**src/rtl/led_blink_sequencer.sv**
```systemverilog
// led_blink_sequencer
//   Drives the four board LEDs with a selectable pattern that advances on a
//   rate-selectable tick. The tick is derived from the 100 MHz clock.
//
//   Parameters
//     TICK_DIV   base tick period in clk cycles at sw_speed = 0 (must be >= 8)
//     DB_CYCLES  button debounce stability window in cycles (debounce build only)
//
//   Ports
//     clk_100MHz  in   system clock, the only clock
//     reset       in   asynchronous active-high reset
//     btn_mode    in   async button, a press advances the pattern mode
//     btn_pause   in   async button, a press toggles pause
//     sw_speed    in   async switches, tick period = TICK_DIV >> sw_speed
//     led         out  LED pattern
//     mode        out  0 OFF, 1 BLINK, 2 WALK, 3 BOUNCE
//     paused      out  high while the pattern is frozen
//     tick        out  one-cycle pulse on each pattern step
//
//   Build option
//     BTN_DEBOUNCE_EN  when defined, each synchronized button is filtered so
//                      its level changes only after DB_CYCLES stable cycles.
module led_blink_sequencer #(
  parameter int unsigned TICK_DIV  = 25_000_000,
  parameter int unsigned DB_CYCLES = 1_000_000
) (
  input  logic       clk_100MHz,
  input  logic       reset,
  input  logic       btn_mode,
  input  logic       btn_pause,
  input  logic [1:0] sw_speed,
  output logic [3:0] led,
  output logic [1:0] mode,
  output logic       paused,
  output logic       tick
);

  localparam logic [1:0] MODE_OFF    = 2'd0;
  localparam logic [1:0] MODE_BLINK  = 2'd1;
  localparam logic [1:0] MODE_WALK   = 2'd2;
  localparam logic [1:0] MODE_BOUNCE = 2'd3;

  // Reject configurations the pattern timing cannot work with.
  if (TICK_DIV < 8 || DB_CYCLES == 0) begin : g_bad_cfg
    $error("led_blink_sequencer: TICK_DIV must be >= 8 and DB_CYCLES >= 1");
  end

  // Two-flop synchronizers for every asynchronous input
  logic       mode_s1_q, mode_s1_d, mode_s2_q, mode_s2_d;
  logic       pause_s1_q, pause_s1_d, pause_s2_q, pause_s2_d;
  logic [1:0] speed_s1_q, speed_s1_d, speed_s2_q, speed_s2_d;

  always_comb begin
    mode_s1_d  = btn_mode;
    mode_s2_d  = mode_s1_q;
    pause_s1_d = btn_pause;
    pause_s2_d = pause_s1_q;
    speed_s1_d = sw_speed;
    speed_s2_d = speed_s1_q;
  end

  always_ff @(posedge clk_100MHz or posedge reset) begin
    if (reset) begin
      mode_s1_q  <= 1'b0;
      mode_s2_q  <= 1'b0;
      pause_s1_q <= 1'b0;
      pause_s2_q <= 1'b0;
      speed_s1_q <= 2'd0;
      speed_s2_q <= 2'd0;
    end else begin
      mode_s1_q  <= mode_s1_d;
      mode_s2_q  <= mode_s2_d;
      pause_s1_q <= pause_s1_d;
      pause_s2_q <= pause_s2_d;
      speed_s1_q <= speed_s1_d;
      speed_s2_q <= speed_s2_d;
    end
  end

  // Filtered button levels
  logic mode_filt, pause_filt;

`ifdef BTN_DEBOUNCE_EN
  logic        mode_filt_q, mode_filt_d, pause_filt_q, pause_filt_d;
  logic [31:0] mode_db_cnt_q, mode_db_cnt_d, pause_db_cnt_q, pause_db_cnt_d;

  // A level flips only after it has disagreed with the filtered level for
  // DB_CYCLES consecutive cycles; any agreement restarts the count.
  always_comb begin
    mode_filt_d    = mode_filt_q;
    mode_db_cnt_d  = 32'd0;
    pause_filt_d   = pause_filt_q;
    pause_db_cnt_d = 32'd0;
    if (mode_s2_q != mode_filt_q) begin
      if (mode_db_cnt_q >= 32'(DB_CYCLES - 1)) mode_filt_d = mode_s2_q;
      else                                     mode_db_cnt_d = mode_db_cnt_q + 32'd1;
    end
    if (pause_s2_q != pause_filt_q) begin
      if (pause_db_cnt_q >= 32'(DB_CYCLES - 1)) pause_filt_d = pause_s2_q;
      else                                      pause_db_cnt_d = pause_db_cnt_q + 32'd1;
    end
  end

  always_ff @(posedge clk_100MHz or posedge reset) begin
    if (reset) begin
      mode_filt_q    <= 1'b0;
      mode_db_cnt_q  <= 32'd0;
      pause_filt_q   <= 1'b0;
      pause_db_cnt_q <= 32'd0;
    end else begin
      mode_filt_q    <= mode_filt_d;
      mode_db_cnt_q  <= mode_db_cnt_d;
      pause_filt_q   <= pause_filt_d;
      pause_db_cnt_q <= pause_db_cnt_d;
    end
  end

  assign mode_filt  = mode_filt_q;
  assign pause_filt = pause_filt_q;
`else
  assign mode_filt  = mode_s2_q;
  assign pause_filt = pause_s2_q;
`endif

  // Rising-edge detect on the filtered levels
  logic mode_prev_q, mode_prev_d, pause_prev_q, pause_prev_d;
  logic mode_press, pause_press;

  assign mode_press  = mode_filt & ~mode_prev_q;
  assign pause_press = pause_filt & ~pause_prev_q;

  // Tick generator and pattern state
  logic [31:0] cnt_q, cnt_d, limit;
  logic [3:0]  led_q, led_d;
  logic [1:0]  mode_q, mode_d;
  logic        paused_q, paused_d;
  logic        tick_q, tick_d;
  logic        dir_q, dir_d;   // 0 = shifting left, 1 = shifting right
  logic        step;

  assign limit = 32'(TICK_DIV) >> speed_s2_q;

  always_comb begin
    mode_prev_d  = mode_filt;
    pause_prev_d = pause_filt;
    cnt_d        = cnt_q;
    led_d        = led_q;
    mode_d       = mode_q;
    paused_d     = paused_q;
    dir_d        = dir_q;
    step         = 1'b0;

    // >= rather than == so a shorter limit selected mid-count fires at once
    if (!paused_q) begin
      if (cnt_q >= limit - 32'd1) begin
        step  = 1'b1;
        cnt_d = 32'd0;
      end else begin
        cnt_d = cnt_q + 32'd1;
      end
    end

    if (step) begin
      case (mode_q)
        MODE_BLINK: led_d = ~led_q;
        MODE_WALK:  led_d = {led_q[2:0], led_q[3]};
        MODE_BOUNCE: begin
          if (!dir_q) begin
            if (led_q == 4'b1000) begin
              dir_d = 1'b1;
              led_d = 4'b0100;
            end else begin
              led_d = led_q << 1;
            end
          end else begin
            if (led_q == 4'b0001) begin
              dir_d = 1'b0;
              led_d = 4'b0010;
            end else begin
              led_d = led_q >> 1;
            end
          end
        end
        default:    led_d = 4'b0000;
      endcase
    end

    if (pause_press) paused_d = ~paused_q;
    tick_d = step;

    // A mode press overrides everything else on this edge, including a tick
    // and a simultaneous pause press.
    if (mode_press) begin
      mode_d   = mode_q + 2'd1;
      cnt_d    = 32'd0;
      paused_d = 1'b0;
      dir_d    = 1'b0;
      tick_d   = 1'b0;
      led_d    = (mode_d == MODE_WALK || mode_d == MODE_BOUNCE) ? 4'b0001 : 4'b0000;
    end
  end

  always_ff @(posedge clk_100MHz or posedge reset) begin
    if (reset) begin
      mode_prev_q  <= 1'b0;
      pause_prev_q <= 1'b0;
      cnt_q        <= 32'd0;
      led_q        <= 4'b0000;
      mode_q       <= MODE_OFF;
      paused_q     <= 1'b0;
      tick_q       <= 1'b0;
      dir_q        <= 1'b0;
    end else begin
      mode_prev_q  <= mode_prev_d;
      pause_prev_q <= pause_prev_d;
      cnt_q        <= cnt_d;
      led_q        <= led_d;
      mode_q       <= mode_d;
      paused_q     <= paused_d;
      tick_q       <= tick_d;
      dir_q        <= dir_d;
    end
  end

  assign led    = led_q;
  assign mode   = mode_q;
  assign paused = paused_q;
  assign tick   = tick_q;

endmodule

```
**config.mk**
```make
export PLATFORM = sky130hd
export DESIGN_NAME = led_blink_sequencer
export DESIGN_NICKNAME = d
export VERILOG_FILES = /design/src/rtl/led_blink_sequencer.sv
export SDC_FILE = /design/constraint.sdc
export NUM_CORES = 1
export LEC_CHECK = 0
export ABC_AREA = 1
export BUFFER_PORTS_ARGS = -buffer_cell sky130_fd_sc_hd__buf_4
export CAP_MARGIN = 10
export CORE_ASPECT_RATIO = 1.75
export CORE_UTILIZATION = 62
export DETAILED_ROUTE_END_ITERATION = 16
export GPL_ROUTABILITY_DRIVEN = 0
export GPL_TIMING_DRIVEN = 0
export PLACE_DENSITY = 0.78
export SYNTH_ARGS = -nofsm -noshare
export SYNTH_HDL_FRONTEND = slang
export SYNTH_SLANG_ARGS = --single-unit
export TNS_END_PERCENT = 1
```
**constraint.sdc**
```tcl
create_clock -name clk_100MHz -period 3 [get_ports clk_100MHz]
set_input_delay 0.75 -clock clk_100MHz [delete_from_list [all_inputs] [get_ports clk_100MHz]]
set_output_delay 0.75 -clock clk_100MHz [all_outputs]
set_load 0.005 [all_outputs]
```
==> results of run 1 <==
==> logic make-up (layout without fill, tap and decap cells) <==
| kind of cell | after synthesis | count (layout) | share of synthesized area |
|---|---|---|---|
| other | 2 | 9 | 0.002143 |
| flip-flops | 51 | 51 | 0.3642 |
| XOR/XNOR | 25 | 25 | 0.06248 |
| adder cells (fa/ha/maj) | 33 | 33 | 0.1178 |
| AND/OR/NAND/NOR | 220 | 220 | 0.2831 |
| AO/OA/AOI/OAI | 53 | 53 | 0.08854 |
| buffers and inverters | 75 | 97 | 0.08176 |
==> per-stage QoR <==
stage | total power, mW | cells
6_report | 1.548 | 562
2_1_floorplan | 1.025 | 466
5_1_grt | 1.627 | 562
3_5_place_dp | 1.141 | 554
4_1_cts | 1.555 | 562
3_3_place_gp | 1.129 | 553
==> metal layers <==
layer | routed length (µm) | share of wire | track usage | up-vias
li1 | - | - | - | 1541
met1 | 3090 | 0.37 | 0.3086 | 1448
met2 | 4498 | 0.53 | 0.5760 | 103
met3 | 331 | 0.039 | 0.03831 | 38
met4 | 514 | 0.061 | 0.2051 | 0
met5 | 0 | 0 | 0 | -
==> layout by cell type, fill, tap and decap left out, types with 2 or more instances in the layout <==
| cell type | netlist | layout |
|---|---|---|
| a21oi_1 | 10 | 10 |
| buf_4 | 1 | 14 |
| clkbuf_1 | 4 | 4 |
| clkbuf_8 | 0 | 5 |
| clkinvlp_4 | 0 | 2 |
| conb_1 | 2 | 9 |
| dfrtp_1 | 51 | 51 |
| ha_1 | 33 | 33 |
| inv_1 | 64 | 63 |
| inv_2 | 5 | 6 |
| nand2_1 | 113 | 113 |
| nand2_2 | 5 | 5 |
| nand3_1 | 22 | 22 |
| nand3_2 | 2 | 2 |
| nand3b_1 | 2 | 2 |
| nand4_1 | 8 | 8 |
| nor2_1 | 41 | 41 |
| nor2_2 | 5 | 5 |
| nor3_1 | 13 | 13 |
| nor3_2 | 5 | 5 |
| o211ai_1 | 2 | 2 |
| o21ai_0 | 11 | 11 |
| o21ai_1 | 7 | 7 |
| o221ai_1 | 3 | 3 |
| o22ai_1 | 18 | 18 |
| xnor2_1 | 2 | 2 |
| xor2_1 | 23 | 23 |
==> worst max-delay path: cells and delay by family (launching register included) <==
family          cells  cell delay, ps
buf+inv             3             400
compound gates      1             180
simple gates        9            1070
flops               1             430
fa+ha+maj           2             420
==> flip-flops by register name (all words and copies together), names as in the netlist, 2 cells and up <==
signal      cells
speed_s2_q      2
speed_s1_q      2
mode            2
cnt_q          32
led             4
==> where the power goes <==
group          internal, mW  switching, mW
Clock                 0.167          0.252
Combinational         0.134          0.199
Sequential            0.733         0.0621
Total                  1.03          0.514
==> cell type report <==
class / count / area [µm²]
plain buffers: 6 / 27.53
clock buffers: 5 / 68.82
clock inverters: 3 / 23.77
fillers: 493 / 1509
inverters: 69 / 259.0
multi-input cells: 340 / 1968
flip-flops and latches: 51 / 1276
well taps: 74 / 92.59
repair buffers: 14 / 117.6
==> worst paths after layout <==
path,startpoint,to,slack [ps]
min in group asynchronous,reset,pause_s1_q$_DFF_PP0_,460
hold / removal,speed_s1_q[0]$_DFF_PP0_,speed_s2_q[0]$_DFF_PP0_,360
setup reg to reg,speed_s2_q[1]$_DFF_PP0_,cnt_q[9]$_DFFE_PP0P_,410
hold reg to reg,speed_s1_q[0]$_DFF_PP0_,speed_s2_q[0]$_DFF_PP0_,360
max in group asynchronous,reset,speed_s1_q[0]$_DFF_PP0_,1990
setup / recovery,speed_s2_q[1]$_DFF_PP0_,cnt_q[9]$_DFFE_PP0P_,410
==> results_dict.tcl, run 1 <==
set metrics [dict create \
    die_y_um 101.5 \
    cp_slowest_cell "dfrtp_1" \
    grt_pass1_wl_um 13830 \
    cts_resized 0 \
    dpl_cell_area_um2 3741 \
    grt_use_total 0.3095 \
    hold_ws_ps 356.0 \
    relSlewSlack 0.6020 \
    core_um2 5343 \
    synthesis.area_um2 3505 \
    start_kind "flop" \
    grt_start_max_net_pins 29 \
    outcome "completed" \
    drt-total-wl_um 8435 \
    overflow 0 \
    seq_area_frac_synth 0.3642 \
    synth_top_area_share 0.3642 \
    clk_path_buf_depth 2 \
    postLayoutCellArea_um2 3834 \
    fin_skew_ps 10.93 \
    peakVddDrop_mv 0.4721 \
    critical_path_class "flop to flop" \
    holdCritPathClass "flop to flop" \
    crit_chain "inv_1 -> nor2_1 -> inv_1 -> ha_1 -> nand2_1 -> ha_1 -> or2_2 -> nand2_1 -> nand2_1 -> nand2_1 -> nand2_1 -> nand2_2 -> nand3_4 -> buf_2 -> o22ai_1" \
    async_flop_share 1.000 \
    tritoncts "yes" \
    p_per_area_nw_per_um2 403.8 \
    clockRootBuffer "clkbuf_8" \
    first_pass_iters 4 \
    leakage_nw 1.793 \
    max_stage_delay_ps 430 \
    yosys.area.top_type "dfrtp_1" \
    dp_hpwl_um 6664 \
    clk_pin_slew_worst_paths_ps 90 \
    ctsHtreeMaxLevel 2 \
    synth_area_leaders "dfrtp_1 (36%), nand2_1 (12%), ha_1 (12%)" \
    finalSetupViolCount 0 \
    clock-sinks 51 \
    yosysUniqueCellTypes 32 \
    die_area_um2 5969 \
    path_common_cell "nand2_1" \
    maxSlewViolCount 0 \
    synth.most_common_cell "nand2_1" \
    ys_warn_count 0 \
    drc 0 \
    worstPathArrival_ps 2810 \
    die_x_um 58.84 \
    syn_to_final_growth_pct 9.390 \
    rows 35 \
    start_util 0.6560 \
    ys_ff_latch 51 \
    vias 3130 \
    postSynthAreaPerCell_um2 7.635 \
    r2r_cells 15 \
    io_pins 14 \
    tightest_slew_ps 597.0 \
    cts-buffers-inserted 5 \
    grt_pass1_vias 3140 \
    rsz0062_at_grt "false" \
    period_share 0.8628 \
    wl_per_cell_um 15.01 \
    antenna_found_initial 0 \
    crit_fanout 10 \
    ctsHoldBuffers 0 \
    hold_viol 0 \
    clk_latency_ps 320 \
    ys.flop_type "dfrtp_1" \
    port-buffer-count 13 \
    fmax_ghz 0.3863 \
    min_period_ps 2588 \
    drt-initial-drc-count 168 \
    synth_edf_count 0 \
    final.setup.tns_ps 0 \
    setup.worst_path.end_class "flop" \
    drt-vias-per-instance 5.569 \
    postCtsSetupRepairBufs 0 \
    antenna_cells 0 \
    utilization 0.7176 \
    timing.final.ws_setup_ps 411.5 \
    required_ps 3220 \
    drive_above_1_share 0.1045 \
    synth_cells 459 \
    ant_nets 0 \
    ys_top_cells_by_count "nand2_1 (113), inv_1 (64), dfrtp_1 (51)" \
    num-nets-final 526 \
    hold_depth 0 \
    post-place-ws_ps 454.1 \
    cap_violations 0 \
]
No activity file was read; power rests on OpenSTA's default activity.
==> run 2, diff against run 1 <==
--- a/config.mk
+++ b/config.mk
@@ -10,9 +10,11 @@
 export CAP_MARGIN = 10
 export CORE_ASPECT_RATIO = 1.75
 export CORE_UTILIZATION = 62
+export CTS_CLUSTER_SIZE = 8
 export DETAILED_ROUTE_END_ITERATION = 16
 export GPL_ROUTABILITY_DRIVEN = 0
 export GPL_TIMING_DRIVEN = 0
+export MAX_ROUTING_LAYER = met4
 export PLACE_DENSITY = 0.78
 export SYNTH_ARGS = -nofsm -noshare
 export SYNTH_HDL_FRONTEND = slang
==> results_dict.tcl, run 2 (synthesis gave the netlist of run 1 again) <==
set metrics [dict create \
    leakage_nw 1.793 \
    largest_reg_flops 32 \
    antenna_cells 0 \
    maxSlewViolCount 0 \
    tritoncts "yes" \
    grt_start_max_net_pins 29 \
    crit_chain "inv_1 -> nor2_1 -> inv_1 -> ha_1 -> nand2_1 -> ha_1 -> or2_2 -> nand2_1 -> nand2_1 -> nand2_1 -> nand2_1 -> nand2_2 -> nand3_4 -> buf_2 -> o22ai_1" \
    path_common_cell "nand2_1" \
    core_um2 5343 \
    period_share 0.8573 \
    antenna_found_initial 0 \
    syn_to_final_growth_pct 9.390 \
    fill_cells 493 \
    first_pass_iters 4 \
    cp_slowest_cell "dfrtp_1" \
    cts-buffers-inserted 5 \
    critical_path_class "flop to flop" \
    max_stage_delay_ps 420 \
    dp.cells 554 \
    rr_startpoint "speed_s2_q[1]$_DFF_PP0_" \
    crit_fanout 10 \
    holdPathEnd "speed_s2_q[0]$_DFF_PP0_" \
    busiest_layer "met2" \
    cap_violations 0 \
    drive_above_1_share 0.1045 \
    layout_common_cells "nand2_1 (113), inv_1 (63), dfrtp_1 (51)" \
    dp_hpwl_um 6664 \
    die_area_um2 5969 \
    start_util 0.6560 \
    hold_depth 0 \
    fin_skew_ps 11.46 \
    ant_nets 0 \
    vias 3116 \
    r2r_cells 15 \
    r2r_slack_ps 430 \
    worstHoldStart "speed_s1_q[0]$_DFF_PP0_" \
    tightest_slew_ps 590.2 \
    grt_pass1_vias 3133 \
    final.setup.tns_ps 0 \
    port-buffer-count 13 \
    clk_latency_ps 320 \
    clk_path_buf_depth 2 \
    fmax_ghz 0.3888 \
    relSlewSlack 0.6065 \
    rr_endpoint "cnt_q[9]$_DFFE_PP0P_" \
    finalSetupViolCount 0 \
    required_ps 3220 \
    outcome "completed" \
    rsz0062_at_grt "false" \
    die_x_um 58.84 \
    holdCritPathClass "flop to flop" \
    min_period_ps 2572 \
    ctsHtreeMaxLevel 2 \
    postCtsSetupRepairBufs 0 \
    die_y_um 101.5 \
    drt-initial-drc-count 156 \
    use_met2 0.5778 \
    clk_pin_slew_worst_paths_ps 100 \
    grt_pass1_wl_um 13830 \
    drc 0 \
    clockRootBuffer "clkbuf_8" \
    grt_use_total 0.3191 \
    clock-sinks 51 \
    drt-total-wl_um 8449 \
    ctsHoldBuffers 0 \
    largest_register "cnt_q" \
    peakVddDrop_mv 0.4725 \
    p_per_area_nw_per_um2 404.3 \
    cts_resized 0 \
    use_met3 0.03831 \
    num-nets-final 526 \
    instances_no_fill 562 \
    grt_util_met1 0.3086 \
    start_kind "flop" \
    io_pins 14 \
    wl_per_cell_um 15.03 \
    hold_viol 0 \
    rows 35 \
    final_common_cell "nand2_1" \
    drt-vias-per-instance 5.544 \
    worstPathArrival_ps 2800 \
    setup.worst_path.end_class "flop" \
    overflow 0 \
]
-- run 2: worst max-delay path by stage --
stage | startpoint | to | cells after the start
2_1_floorplan | speed_s2_q[1]$_DFF_PP0_ | cnt_q[17]$_DFFE_PP0P_ | 15
3_3_place_gp | reset | speed_s1_q[0]$_DFF_PP0_ | 2
3_5_place_dp | speed_s2_q[1]$_DFF_PP0_ | cnt_q[9]$_DFFE_PP0P_ | 15
4_1_cts | speed_s2_q[1]$_DFF_PP0_ | cnt_q[9]$_DFFE_PP0P_ | 15
5_1_grt | speed_s2_q[1]$_DFF_PP0_ | cnt_q[6]$_DFFE_PP0P_ | 15
6_report | speed_s2_q[1]$_DFF_PP0_ | cnt_q[9]$_DFFE_PP0P_ | 15
-- run 2: layer usage --
| layer | wire length [µm] | vias up |
|---|---|---|
| li1 | - | 1542 |
| met1 | 3110 | 1456 |
| met2 | 4627 | 84 |
| met3 | 268 | 34 |
| met4 | 443 | 0 |
| met5 | 0 | - |
-- run 2: where the power goes --
group	switching (mW)	internal [mW]
sequential	0.0621	0.733
clock	0.254	0.167
combinational	0.200	0.134
total	0.516	1.03
-- run 2: final cells by class --
class | count | area [µm²] | area share
Timing Repair Buffer | 14 | 117.6 | 0.03068
Sequential cell | 51 | 1276 | 0.3329
Clock buffer | 5 | 68.82 | 0.01795
Tap cell | 74 | 92.59 | 0.02415
Multi-Input combinational cell | 340 | 1968 | 0.5134
Buffer | 6 | 27.53 | 0.007180
Inverter | 69 | 259.0 | 0.06756
Clock inverter | 3 | 23.77 | 0.006201
-- run 2: worst max-delay path: cells and delay by family, from the launching register on --
family,cells,cell delay (ps)
adder cells (fa/ha/maj),2,420
buffers and inverters,3,400
AND/OR/NAND/NOR,9,1070
AO/OA/AOI/OAI,1,180
flip-flops,1,420
-- run 2: per-stage QoR --
step           utilization  hold WS (ps)  setup WS, ps  area [µm²]  power, mW
5_1_grt             0.7176         362.0         217.7        3834      1.628
4_1_cts             0.7176         358.9         430.7        3834      1.555
2_1_floorplan            -         331.2         878.9        3531      1.025
6_report            0.7176         356.0         428.0        3834      1.550
3_3_place_gp        0.6965         332.4         368.3        3721      1.129
3_5_place_dp        0.7002         337.1         454.1        3741      1.141
==> run 3, diff against run 2 <==
--- a/config.mk
+++ b/config.mk
@@ -5,7 +5,7 @@
 export SDC_FILE = /design/constraint.sdc
 export NUM_CORES = 1
 export LEC_CHECK = 0
-export ABC_AREA = 1
+export ABC_AREA = 0
 export BUFFER_PORTS_ARGS = -buffer_cell sky130_fd_sc_hd__buf_4
 export CAP_MARGIN = 10
 export CORE_ASPECT_RATIO = 1.75
==> constraint.sdc (replaced) <==
create_clock -name clk_100MHz -period 3 [get_ports clk_100MHz]
set_input_delay 0.75 -clock clk_100MHz [delete_from_list [all_inputs] [get_ports clk_100MHz]]
set_output_delay 0.75 -clock clk_100MHz [all_outputs]
set_load 0.01 [all_outputs]
==> results_dict.tcl, run 3 <==
set metrics [dict create \
    outcome "finished, violations left" \
    violations "negative setup slack" \
    ctsHoldBuffers 0 \
    antenna_cells 0 \
    grt_pass1_wl_um 13700 \
    clock_power_share 0.247 \
    crit_fanout 6 \
    dp.cells 424 \
    ys_warn_count 0 \
    fmax_ghz 0.3129 \
    clock-sinks 51 \
    ant_nets 0 \
    grt_start_max_net_pins 30 \
    yosysUniqueCellTypes 51 \
    ff_latch_area_um2 1276 \
    start_util 0.6458 \
    tritoncts "yes" \
    hold_viol 0 \
    leakage_nw 1.788 \
    ys_top_cells_by_count "dfrtp_1 (51), nand2_1 (38), ha_1 (33)" \
    start_kind "flop" \
    grt_use_total 0.3327 \
    critical_path_class "flop to flop" \
    ctsHtreeMaxLevel 2 \
    clockRootBuffer "clkbuf_8" \
    clk_path_buf_depth 2 \
    synth_cells 349 \
    drt-initial-drc-count 157 \
    largest_reg_flops 32 \
    switching_share 0.3369 \
    peakVddDrop_mv 0.5387 \
    postSynthAreaPerCell_um2 9.210 \
    grt_pass1_vias 2987 \
    clk_latency_ps 310 \
    required_ps 3250 \
    synth_edf_count 0 \
    drt-total-wl_um 8349 \
    p_per_area_nw_per_um2 508.9 \
    crit_chain "inv_2 -> nand2_2 -> ha_4 -> ha_4 -> and4b_1 -> a221o_1 -> a221oi_2 -> nor4_4 -> or4_4 -> buf_8 -> o211ai_1 -> o21a_1" \
    synth.most_common_cell "dfrtp_1" \
    multiInputGateArea_um2 2008 \
    dpl_cell_area_um2 3432 \
    clk_pin_slew_worst_paths_ps 90 \
    worstHoldStart "speed_s1_q[0]$_DFF_PP0_" \
    async_flop_share 1.000 \
    drc 0 \
    die_y_um 97.25 \
    postLayoutCellArea_um2 3845 \
    rows 34 \
    r2r_cells 12 \
    dp_hpwl_um 5931 \
    period_share 1.065 \
    min_period_ps 3196 \
    ys_ff_latch 51 \
    maxSlewViolCount 0 \
    layout_common_cells "dfrtp_1 (51), nand2_1 (33), ha_1 (29)" \
    utilization 0.7725 \
    die_area_um2 5488 \
    drive_above_1_share 0.1684 \
    hold_depth 0 \
    synth_top_area_share 0.3970 \
    finalSetupViolCount 15 \
    final_common_cell "dfrtp_1" \
    timing.final.ws_setup_ps -195.7 \
    instances_no_fill 440 \
    worst-path-buf-inv 2 \
    holdCritPathClass "flop to flop" \
    ys.flop_type "dfrtp_1" \
    r2r_slack_ps -200 \
    io_pins 14 \
    relSlewSlack 0.4566 \
    synthesis.area_um2 3214 \
    holdPathEnd "speed_s2_q[0]$_DFF_PP0_" \
    rr_endpoint "cnt_q[5]$_DFFE_PP0P_" \
    path_common_cell "ha_4" \
    overflow 0 \
    vias 2865 \
    die_x_um 56.43 \
    power_mw 1.957 \
    cp_slowest_cell "or4_4" \
    max_stage_delay_ps 590 \
    cap_violations 0 \
    largest_register "cnt_q" \
    first_pass_iters 4 \
    post-place-ws_ps -456.7 \
    setup.worst_path.end_class "flop" \
    port-buffer-count 13 \
    p_int_mw 1.298 \
    fin_skew_ps 9.112 \
    crit_family "compound AO/OA/AOI/OAI gates" \
    antenna_found_initial 0 \
    comb_power_share 0.312 \
    rsz0062_at_grt "true" \
    tightest_slew_ps 807.7 \
    worstPathArrival_ps 3440 \
    core_um2 4977 \
    seqPwrFrac 0.441 \
    p_sw_mw 0.6592 \
    rr_startpoint "speed_s2_q[0]$_DFF_PP0_" \
    synth_area_leaders "dfrtp_1 (40%), ha_1 (13%), nand2_1 (4.4%)" \
    fill_cells 350 \
    num-nets-final 424 \
    drt-vias-per-instance 6.511 \
    yosys.area.top_type "dfrtp_1" \
    wl_per_cell_um 18.98 \
    cts-buffers-inserted 5 \
    seq_area_frac_synth 0.3970 \
    syn_to_final_growth_pct 19.62 \
]
## run 3: cell count changes in the layout (fill, tap and decap cells not counted), sizes merged, moves of 8 or more
cell,change
o21a,+8
nand2,-80
buf,+11
nor3,-14
a21oi,+16
mux2i,+10
xor2,-23
nor2,-30
inv,-47
a31oi,+9
o22ai,-18
## run 3: worst max-delay path by stage
stage                                  startpoint               endpoint  cells after the start
after floorplan           speed_s2_q[0]$_DFF_PP0_   cnt_q[5]$_DFFE_PP0P_                     13
after global placement    speed_s2_q[0]$_DFF_PP0_  cnt_q[28]$_DFFE_PP0P_                     12
after detailed placement  speed_s2_q[0]$_DFF_PP0_  cnt_q[30]$_DFFE_PP0P_                     12
after CTS                 speed_s2_q[0]$_DFF_PP0_   cnt_q[2]$_DFFE_PP0P_                     13
after global routing      speed_s2_q[0]$_DFF_PP0_  cnt_q[21]$_DFFE_PP0P_                     12
final                     speed_s2_q[0]$_DFF_PP0_   cnt_q[5]$_DFFE_PP0P_                     12
## run 3: power by group through the flow
stage,Sequential (mW),Combinational [mW],Clock [mW]
finish,0.863,0.611,0.482
global route,0.880,0.667,0.514
CTS,0.859,0.585,0.489
detailed placement,0.863,0.508,0
global placement,0.862,0.488,0
floorplan,0.850,0.349,0
## run 3: area by class of cell
cell class                      instances  area share
Clock inverter                          2     0.01009
Timing Repair Buffer                   22     0.05434
Multi-Input combinational cell        272      0.5223
Inverter                               22     0.02148
Clock buffer                            6     0.01887
Buffer                                 11     0.02343
Tap cell                               54     0.01757
Sequential cell                        51      0.3319
## run 3: stage by stage
step	hold WS (ps)	TNS, ps
floorplan	331.2	0
global placement	331.7	-10440
detailed placement	336.3	-12090
CTS	357.3	-1268
global route	368.4	-3630
finish	356.0	-1688
## run 3: what timing repair did
item                                    in CTS  in global routing
resized for setup                           34                 17
endpoints found under the setup margin      38                 37
buffers inserted                             6                  1
pin swaps                                   19                 17
gates cloned                                 2                  0
## run 3: metal layers
metal	vias to the layer above	track usage	part of all wire
li1	1341	-	-
met1	1394	0.3227	0.37
met2	88	0.5864	0.53
met3	42	0.04261	0.033
met4	0	0.2364	0.070
met5	-	-	0
## run 3: logic make-up (layout without fill, tap and decap cells)
| family | Yosys count | in the layout | share of synthesized area |
|---|---|---|---|
| AOI/OAI and AO/OA | 97 | 97 | 0.2001 |
| xor gates and xnor gates | 2 | 2 | 0.005451 |
| adders and majority gates | 33 | 33 | 0.1285 |
| buffers and inverters | 34 | 63 | 0.04321 |
| DFF | 51 | 51 | 0.3970 |
| muxes | 10 | 10 | 0.03114 |
| other | 2 | 9 | 0.002336 |
| and+or+nand+nor | 120 | 121 | 0.1923 |
## run 3: worst register-to-register path: stages (launching register included)
cell and delay [ps]:
dfrtp_1 430, inv_2 90, nand2_2 80, ha_4 290
ha_4 190, and4b_1 200, a221o_1 350, a221oi_2 360
nor4_4 100, or4_4 590, buf_8 180, o211ai_1 150
o21a_1 140
